<file path="src/rtl/csr_addr_pkg.sv">
// Machine-mode CSR addresses known to the trap sequencer.
package csr_addr_pkg;

    typedef logic [11:0] csr_addr_t;

    localparam csr_addr_t CSR_ADDR_MSTATUS = 12'h300;
    localparam csr_addr_t CSR_ADDR_MTVEC   = 12'h305;
    localparam csr_addr_t CSR_ADDR_MEPC    = 12'h341;
    localparam csr_addr_t CSR_ADDR_MCAUSE  = 12'h342;
    localparam csr_addr_t CSR_ADDR_MTVAL   = 12'h343;

endpackage

</file>
<file path="src/rtl/type_pkg.sv">
// Shared scalar types and architectural bit positions used by the CSR path.
package type_pkg;

    localparam int XLEN_DEFAULT = 32;

    typedef logic [XLEN_DEFAULT-1:0] data_t;

    // CSR instruction flavours; the encoding of csr_op_t has one unused value.
    typedef enum logic [1:0] {
        CSR_RW = 2'd0,
        CSR_RS = 2'd1,
        CSR_RC = 2'd2
    } csr_op_t;

    // mstatus bit positions touched by trap entry and MRET.
    localparam int MSTATUS_MIE    = 3;
    localparam int MSTATUS_MPIE   = 7;
    localparam int MSTATUS_MPP_LO = 11;
    localparam int MSTATUS_MPP_HI = 12;

endpackage

</file>
<file path="src/rtl/csr_alu.sv">
// Read-modify-write datapath for CSRRW/CSRRS/CSRRC, including the x0
// write-suppress rule for the set/clear forms.
module csr_alu
    import type_pkg::*;
#(
    parameter int XLEN = 32
) (
    input  csr_op_t         op,
    input  logic [XLEN-1:0] old_val,
    input  logic [XLEN-1:0] src,
    input  logic            no_wr,
    output logic [XLEN-1:0] result,
    output logic            we
);

    // Select the new CSR value and whether it should be written at all.
    always_comb begin
        // NOTE: every output gets a default before the case so no path leaves it unassigned (no latch).
        result = old_val;
        we     = 1'b0;
        case (op)
            CSR_RW: begin
                result = src;
                we     = 1'b1;
            end
            CSR_RS: begin
                result = old_val | src;
                we     = !no_wr;
            end
            CSR_RC: begin
                result = old_val & ~src;
                we     = !no_wr;
            end
            default: begin
                result = old_val;
                we     = 1'b0;
            end
        endcase
    end

endmodule

</file>
<file path="src/rtl/csr_trap_ctrl.sv">
// Arbiter and sequencer owning the csr_file write port: single-cycle CSR
// instructions, multi-cycle trap entry and MRET, followed by a PC redirect.
module csr_trap_ctrl
    import type_pkg::*;
    import csr_addr_pkg::*;
#(
    parameter int XLEN = 32
) (
    input  logic            clk,
    input  logic            rst,

    input  logic            csr_valid,
    input  csr_op_t         csr_op,
    input  csr_addr_t       csr_addr,
    input  logic [XLEN-1:0] csr_src,
    input  logic            csr_no_wr,
    output logic            csr_ready,
    output logic [XLEN-1:0] csr_old,

    input  logic            trap_valid,
    input  logic [XLEN-1:0] trap_cause,
    input  logic [XLEN-1:0] trap_epc,
    input  logic [XLEN-1:0] trap_tval,
    output logic            trap_ready,

    input  logic            mret_valid,
    output logic            mret_ready,

    output logic            cf_we,
    output csr_addr_t       cf_addr,
    output logic [XLEN-1:0] cf_wdata,
    input  logic [XLEN-1:0] cf_rdata,
    input  logic [XLEN-1:0] cf_mtvec,
    input  logic [XLEN-1:0] cf_mepc,

    output logic            busy,
    output logic            redirect_valid,
    output logic [XLEN-1:0] redirect_pc
);

    typedef enum logic [2:0] {
        IDLE,
        T_EPC,
        T_CAUSE,
        T_TVAL,
        T_STAT,
        M_STAT,
        REDIR
    } state_t;

    state_t          state;
    logic [XLEN-1:0] cause_q;
    logic [XLEN-1:0] epc_q;
    logic [XLEN-1:0] tval_q;
    logic            from_trap_q;

    logic [XLEN-1:0] alu_result;
    logic            alu_we;
    logic [XLEN-1:0] mtvec_base;
    logic [XLEN-1:0] trap_target;

    csr_alu #(.XLEN(XLEN)) u_csr_alu (
        .op      (csr_op),
        .old_val (cf_rdata),
        .src     (csr_src),
        .no_wr   (csr_no_wr),
        .result  (alu_result),
        .we      (alu_we)
    );

    // Sequencer state and the trap fields captured at acceptance.
    always_ff @(posedge clk) begin
        // NOTE: state is updated with <= so every reader in this cycle sees the pre-edge value.
        if (rst) begin
            // NOTE: only control state is reset; the latched trap fields are always written before they are read.
            state <= IDLE;
        end else begin
            case (state)
                IDLE: begin
                    if (trap_valid) begin
                        cause_q     <= trap_cause;
                        epc_q       <= {trap_epc[XLEN-1:2], 2'b00};
                        tval_q      <= trap_tval;
                        from_trap_q <= 1'b1;
                        state       <= T_EPC;
                    end else if (mret_valid) begin
                        from_trap_q <= 1'b0;
                        state       <= M_STAT;
                    end
                end
                T_EPC:   state <= T_CAUSE;
                T_CAUSE: state <= T_TVAL;
                T_TVAL:  state <= T_STAT;
                T_STAT:  state <= REDIR;
                M_STAT:  state <= REDIR;
                REDIR:   state <= IDLE;
                default: state <= IDLE;
            endcase
        end
    end

    // Trap vector: base from mtvec as seen in REDIR, offset only for vectored interrupts.
    always_comb begin
        mtvec_base  = {cf_mtvec[XLEN-1:2], 2'b00};
        trap_target = mtvec_base;
        if (cf_mtvec[1:0] == 2'b01 && cause_q[XLEN-1]) begin
            trap_target = mtvec_base + {cause_q[XLEN-3:0], 2'b00};
        end
    end

    // Output decode; reset forces everything quiet so a sequence cut short commits nothing more.
    always_comb begin
        csr_ready      = 1'b0;
        csr_old        = '0;
        trap_ready     = 1'b0;
        mret_ready     = 1'b0;
        cf_we          = 1'b0;
        cf_addr        = '0;
        cf_wdata       = '0;
        busy           = 1'b0;
        redirect_valid = 1'b0;
        redirect_pc    = '0;
        if (!rst) begin
            busy = (state != IDLE);
            case (state)
                IDLE: begin
                    if (trap_valid) begin
                        trap_ready = 1'b1;
                    end else if (mret_valid) begin
                        mret_ready = 1'b1;
                    end else if (csr_valid) begin
                        csr_ready = 1'b1;
                        cf_addr   = csr_addr;
                        csr_old   = cf_rdata;
                        cf_we     = alu_we;
                        cf_wdata  = alu_result;
                    end
                end
                T_EPC: begin
                    cf_we    = 1'b1;
                    cf_addr  = CSR_ADDR_MEPC;
                    cf_wdata = epc_q;
                end
                T_CAUSE: begin
                    cf_we    = 1'b1;
                    cf_addr  = CSR_ADDR_MCAUSE;
                    cf_wdata = cause_q;
                end
                T_TVAL: begin
                    cf_we    = 1'b1;
                    cf_addr  = CSR_ADDR_MTVAL;
                    cf_wdata = tval_q;
                end
                T_STAT: begin
                    cf_we    = 1'b1;
                    cf_addr  = CSR_ADDR_MSTATUS;
                    cf_wdata = cf_rdata;
                    cf_wdata[MSTATUS_MPIE] = cf_rdata[MSTATUS_MIE];
                    cf_wdata[MSTATUS_MIE]  = 1'b0;
                    cf_wdata[MSTATUS_MPP_HI:MSTATUS_MPP_LO] = 2'b11;
                end
                M_STAT: begin
                    cf_we    = 1'b1;
                    cf_addr  = CSR_ADDR_MSTATUS;
                    cf_wdata = cf_rdata;
                    cf_wdata[MSTATUS_MIE]  = cf_rdata[MSTATUS_MPIE];
                    cf_wdata[MSTATUS_MPIE] = 1'b1;
                    cf_wdata[MSTATUS_MPP_HI:MSTATUS_MPP_LO] = 2'b11;
                end
                REDIR: begin
                    redirect_valid = 1'b1;
                    redirect_pc    = from_trap_q ? trap_target : cf_mepc;
                end
                default: begin
                    busy = 1'b0;
                end
            endcase
        end
    end

endmodule

</file>
<file path="config.mk">
export PLATFORM = sky130hd
export DESIGN_NAME = csr_trap_ctrl
export DESIGN_NICKNAME = d
export VERILOG_FILES = /design/src/rtl/csr_addr_pkg.sv /design/src/rtl/type_pkg.sv /design/src/rtl/csr_alu.sv /design/src/rtl/csr_trap_ctrl.sv
export SDC_FILE = /design/constraint.sdc
export NUM_CORES = 1
export LEC_CHECK = 0
export ABC_AREA = 1
export BUFFER_PORTS_ARGS = -buffer_cell sky130_fd_sc_hd__buf_2
export CORE_AREA = 2 2 159 176
export DETAILED_ROUTE_END_ITERATION = 10
export DIE_AREA = 0 0 161 178
export PLACE_DENSITY = 0.63
export SLEW_MARGIN = 10
export SYNTH_ARGS = -nofsm -noshare
export SYNTH_HDL_FRONTEND = slang
export SYNTH_SLANG_ARGS = --single-unit
</file>
<file path="constraint.sdc">
create_clock -name clk -period 7.1 [get_ports clk]
set_input_delay 1.42 -clock clk [delete_from_list [all_inputs] [get_ports clk]]
set_output_delay 1.42 -clock clk [all_outputs]
set_load 0.01 [all_outputs]
</file>
# Word level (Yosys, flattened, before mapping)
# Index checks and enable logic that the tools add are counted.
# totals
memories	0
reg_bits	98
out_inout_bits	114
mem_bits_ro	0
mem_bits_rw	0
latch_bits	0
elab_cells	78
inputBits	244
# op_classes
n_addsub	1
n_mux	46
bitwise_logic	4
n_mul	0
order_cmp	0
reduce_logical	12
shift	0
div	0
n_eq_ne	10
# op_table
cell	n
two-way mux 32 bit	13
one-hot mux 32 bit (6 select lines)	1
one-hot mux 32 bit (3 select lines)	1
one-hot mux 12 bit (5 select lines)	1
two-way mux 12 bit	4
adder 32 bit	1
bitwise AND 32 bit	1
NOT 32 bit	1
OR 32 bit	1
two-way mux 1 bit	21
one-hot mux 3 bit (5 select lines)	1
equality test 3 bit (second input constant)	3
OR reduction 7 bit	1
equality test 3 x 2 -> 1 bit (second input constant)	2
two-way mux 3 bit	2
AND reduction 3 bit	2
OR reduction 5 bit	1
equality test 2 x 1 -> 1 bit (second input constant)	2
one-hot mux 1 bit (2 select lines)	2
OR reduction 2 bit	2
equality test 3 x 1 -> 1 bit (second input constant)	1
logical NOT 3 bit	1
inequality test 3 bit (second input constant)	1
nonzero test 3 bit	1
6 further kinds	6

# Depth between registers and ports, before layout
# logic_depth
ltp_word	8
depth_mapped	13
ltp_nobuf	13

# Cells and area by module
# Synthesis repeated with hierarchy kept, for this count alone.
# hier_totals
cells_unflattened	1195
area_unflattened_um2	8277.9
# by_module_without_submodules
mod	seq_area_each_um2	cells_per_inst	area_each_um2	instances
csr_trap_ctrl	2912.8	977	7294.5	1
csr_alu	0.0	218	983.4	1

# Least setup slack after synthesis
# No wires, ideal clock.
# synth_timing
path_type	input port to flip-flop
startpoint	input port rst
endpoint	register cause_q[0], enable pin
t_arrival_ns	5.575
t_required_ns	6.553
path_buffers	0
cell_stages	3
setup_ns	0.547
slack_ns	0.978
path_cell_list	inv_1 -> nand2_1 -> nor2_1
# synth_via
elab_chain_cells	2
# synth_lines
element	line_no	text
start, declared	csr_trap_ctrl.sv:10	input logic rst,
NOT 1 bit (no source line)	--	
AND reduction 3 bit (no source line)	--	
end signal, assigned	csr_trap_ctrl.sv:81	cause_q <= trap_cause;
end, declared	csr_trap_ctrl.sv:52	logic [XLEN-1:0] cause_q;
# No other way between the ends.
# A chain may end at the register's enable or synchronous reset.

# Worst setup path after layout
# layout_timing
startpoint	input port cf_mtvec[1]
endpoint	output port redirect_pc[5]
# layout_via
elab_chain_cells	6
# layout_lines
element	line_no	text
start, declared	csr_trap_ctrl.sv:33	input logic [XLEN-1:0] cf_mtvec,
equality test 2 x 1 -> 1 bit	csr_trap_ctrl.sv:106	if (cf_mtvec[1:0] == 2'b01 && cause_q[XLEN-1]) begin
logical AND 1 bit	csr_trap_ctrl.sv:106	
two-way mux 32 bit	csr_trap_ctrl.sv:106	
two-way mux 32 bit	csr_trap_ctrl.sv:172	redirect_pc = from_trap_q ? trap_target : cf_mepc;
two-way mux 32 bit	csr_trap_ctrl.sv:125	case (state)
two-way mux 32 bit	csr_trap_ctrl.sv:123	if (!rst) begin
end, declared	csr_trap_ctrl.sv:38	output logic [XLEN-1:0] redirect_pc
# No other way between the ends.

==> metrics <==
post-synthesis sequential area ratio=0.366; Worst Setup End Kind=primary output; I/O Buffers=355; Synth async-reset ratio=0; initial antenna violation count=5; Sink Count=98; Post-synth EDFFs=95; Int Pwr=1.25 mW; Post-DRT Antenna Nets=0; Final Max Slew Viols=0; Cell Area, Synth=7960 sq um; first-pass GRT wire length=47300 microns; Avg WL per Cell=18.0 microns; total die area=28700 sq um; Total Wirelength=32800 microns; setup TNS=0 ns; top_reg_cell synth=edfxtp_1; Hold Buf Count CTS=0; postcts setup bufs=0; P_sw=825 uW; vias in the first global route=8445; crit path launch type=input pin; hpwl dp=26000 microns; TritonRoute pass-1 iters=5; CTS clock-pin slew for the worst setup and hold paths=0.08 ns; share of layout cells above drive strength 1=0.281; Die Width=161 microns; Worst slew margin=0.298; GRT Total Usage=0.219; Net Sw Frac=0.398; Skew-Pair Late Insertion Delay=0.35 ns; power share of the sequential group=0.361; Post-Synthesis Cells=1122; Max Cap Viol=0; total number of vias=8918; depth of the CTS H-tree=3; maximum clock rate=195 MHz; routability cong.=0.854; worst min path class=flip-flop to flip-flop; Max Root-Sink Buffers=2; core region area=26800 sq um; Final Critical Period=5.12 ns; Layout Nets=1734; Initial Utilization=0.297; CTS tree=yes; pin count of the biggest net entering global routing=61; hold slack=0.503 ns; VDD IR max=0.0919 mV; critical path arrival=3.70 ns; final-report setup violation count=0; TritonCTS Buffers=9; leakage power=5.30 nW; CTS root buf=clkbuf_16; die height=178 microns; CP max FO=33; FP Rows=63; DRC violations left=0; post-synthesis cell type count=49; Ports=358; period utilization=0.721; cts repair resizes=0; Critical Path RT=5.68 ns; worst-margin pin slew=1.05 ns; Fin. Hold Viols=0; initial DRC count=494; Yosys warnings=0; Yosys reg bits=98; status=complete, no violations; Comb power frac=0.401; Mapped Avg Cell Area=7.10 sq um; RSZ-0062 raised after global routing=false; total grt overflow=0; clock power share=0.238; Syn-to-layout area delta=30.5%; DR vias/cell=4.89; Final Skew=0.0130 ns; Pwr Density=199 nW/um^2; WS Path Type=input pin to primary output; syn_nets=1400
==> routing by layer <==
metal	GRT usage	routed length, microns
met3	0.0407	2300
met4	0.0725	794
met1	0.269	13600
met2	0.388	16100
met5	0	0
==> logic make-up (layout without fill, tap and decap cells) <==
family,count (synthesis),count (layout),synth area share
simple gates,510,510,0.273
compound gates,245,245,0.182
buf+inv,223,562,0.112
flops,98,98,0.366
fa+ha+maj,34,34,0.0544
xor+xnor,12,12,0.0132
other cells,0,6,0
==> per-stage QoR <==
| step | setup WS, ns | utilization | cells | power, mW | cell area [sq um] |
|---|---|---|---|---|---|
| 6_report | 1.98 | 0.388 | 1824 | 2.07 | 10400 |
| 4_1_cts | 1.98 | 0.387 | 1818 | 2.09 | 10400 |
| 3_3_place_gp | 1.99 | 0.376 | 1802 | 1.58 | 10100 |
| 2_1_floorplan | 0.978 | - | 1122 | 1.26 | 7960 |
| 3_5_place_dp | 1.99 | 0.376 | 1802 | 1.59 | 10100 |
| 5_1_grt | 1.75 | 0.387 | 1820 | 2.21 | 10400 |
==> worst paths after layout <==
| path | to | from | slack (ns) | depth (start not counted) |
|---|---|---|---|---|
| worst min-delay path | state[0] | state[0] | 0.50 | 1 |
| worst min register to register | state[0] | state[0] | 0.50 | 1 |
| worst max register to register | cause_q[16] | state[1] | 5.20 | 4 |
| worst max-delay path | redirect_pc[5] | cf_mtvec[1] | 1.98 | 7 |
==> worst max-delay path: stages <==
cell and delay [ns]:
buf_2 0.11, nor3_4 0.16, buf_4 0.37, clkinv_1 0.81, o21ai_0 0.50, o211a_1 0.19, buf_2 0.13
==> Yosys cell counts, types with 3 or more instances <==
cell / count / area, sq um
nand2_1: 305 / 1140
inv_1: 176 / 661
nor2_1: 108 / 405
a21oi_1: 98 / 490
edfxtp_1: 95 / 2850
o21ai_0: 66 / 330
nand3_1: 52 / 260
ha_1: 33 / 413
clkbuf_1: 26 / 97.6
a221oi_1: 22 / 193
a31oi_1: 13 / 81.3
o211ai_1: 12 / 90.1
buf_2: 10 / 50.1
nor2_4: 10 / 113
nor3_1: 10 / 50.1
o31ai_1: 8 / 60.1
or2_2: 8 / 50.1
xnor2_1: 8 / 70.1
nand3b_1: 5 / 37.5
o22ai_1: 5 / 31.3
o311ai_0: 5 / 43.8
xor2_1: 4 / 35.0
and2_1: 3 / 18.8
dfxtp_1: 3 / 60.1
o21bai_1: 3 / 22.5
==> flip-flops by register name, indices dropped and copies added, names as in the netlist <==
register,flops
cause_q,32
from_trap_q,1
epc_q,30
state,3
tval_q,32
==> placed cells by master (no fill, tap or decap), types with 3 or more instances in the layout <==
cell,count
xor2_1,4
o21bai_1,3
ha_1,33
edfxtp_1,95
nor3_1,10
dfxtp_1,3
nand3b_1,5
inv_1,176
o211ai_1,12
a21oi_1,98
o311ai_0,5
xnor2_1,8
nor2_4,11
o21ai_0,66
a221oi_1,22
nor2_1,107
nand3_1,52
diode_2,6
clkbuf_16,9
and2_1,3
nand2_1,305
o22ai_1,5
a31oi_1,13
o31ai_1,8
buf_4,11
clkinv_4,4
nor3_4,3
or2_2,8
buf_2,355
==> layout make-up <==
type                       instances  area [sq um]
sequential                        98          2910
fill                            2909         16400
multi-input combinational        801          4190
clock inverter                     7          61.3
clock buffer                       9           225
tap                              357           447
inverter                         180           677
antenna                            6          15.0
timing repair buffer             366          1860
==> power groups by stage <==
stage	logic (mW)	clock network, mW	registers [mW]
floorplan	0.515	0	0.749
global placement	0.824	0	0.760
detailed placement	0.829	0	0.761
CTS	0.832	0.513	0.748
global route	0.920	0.534	0.753
finish	0.830	0.493	0.747
No activity file was read; power rests on OpenSTA's default activity.
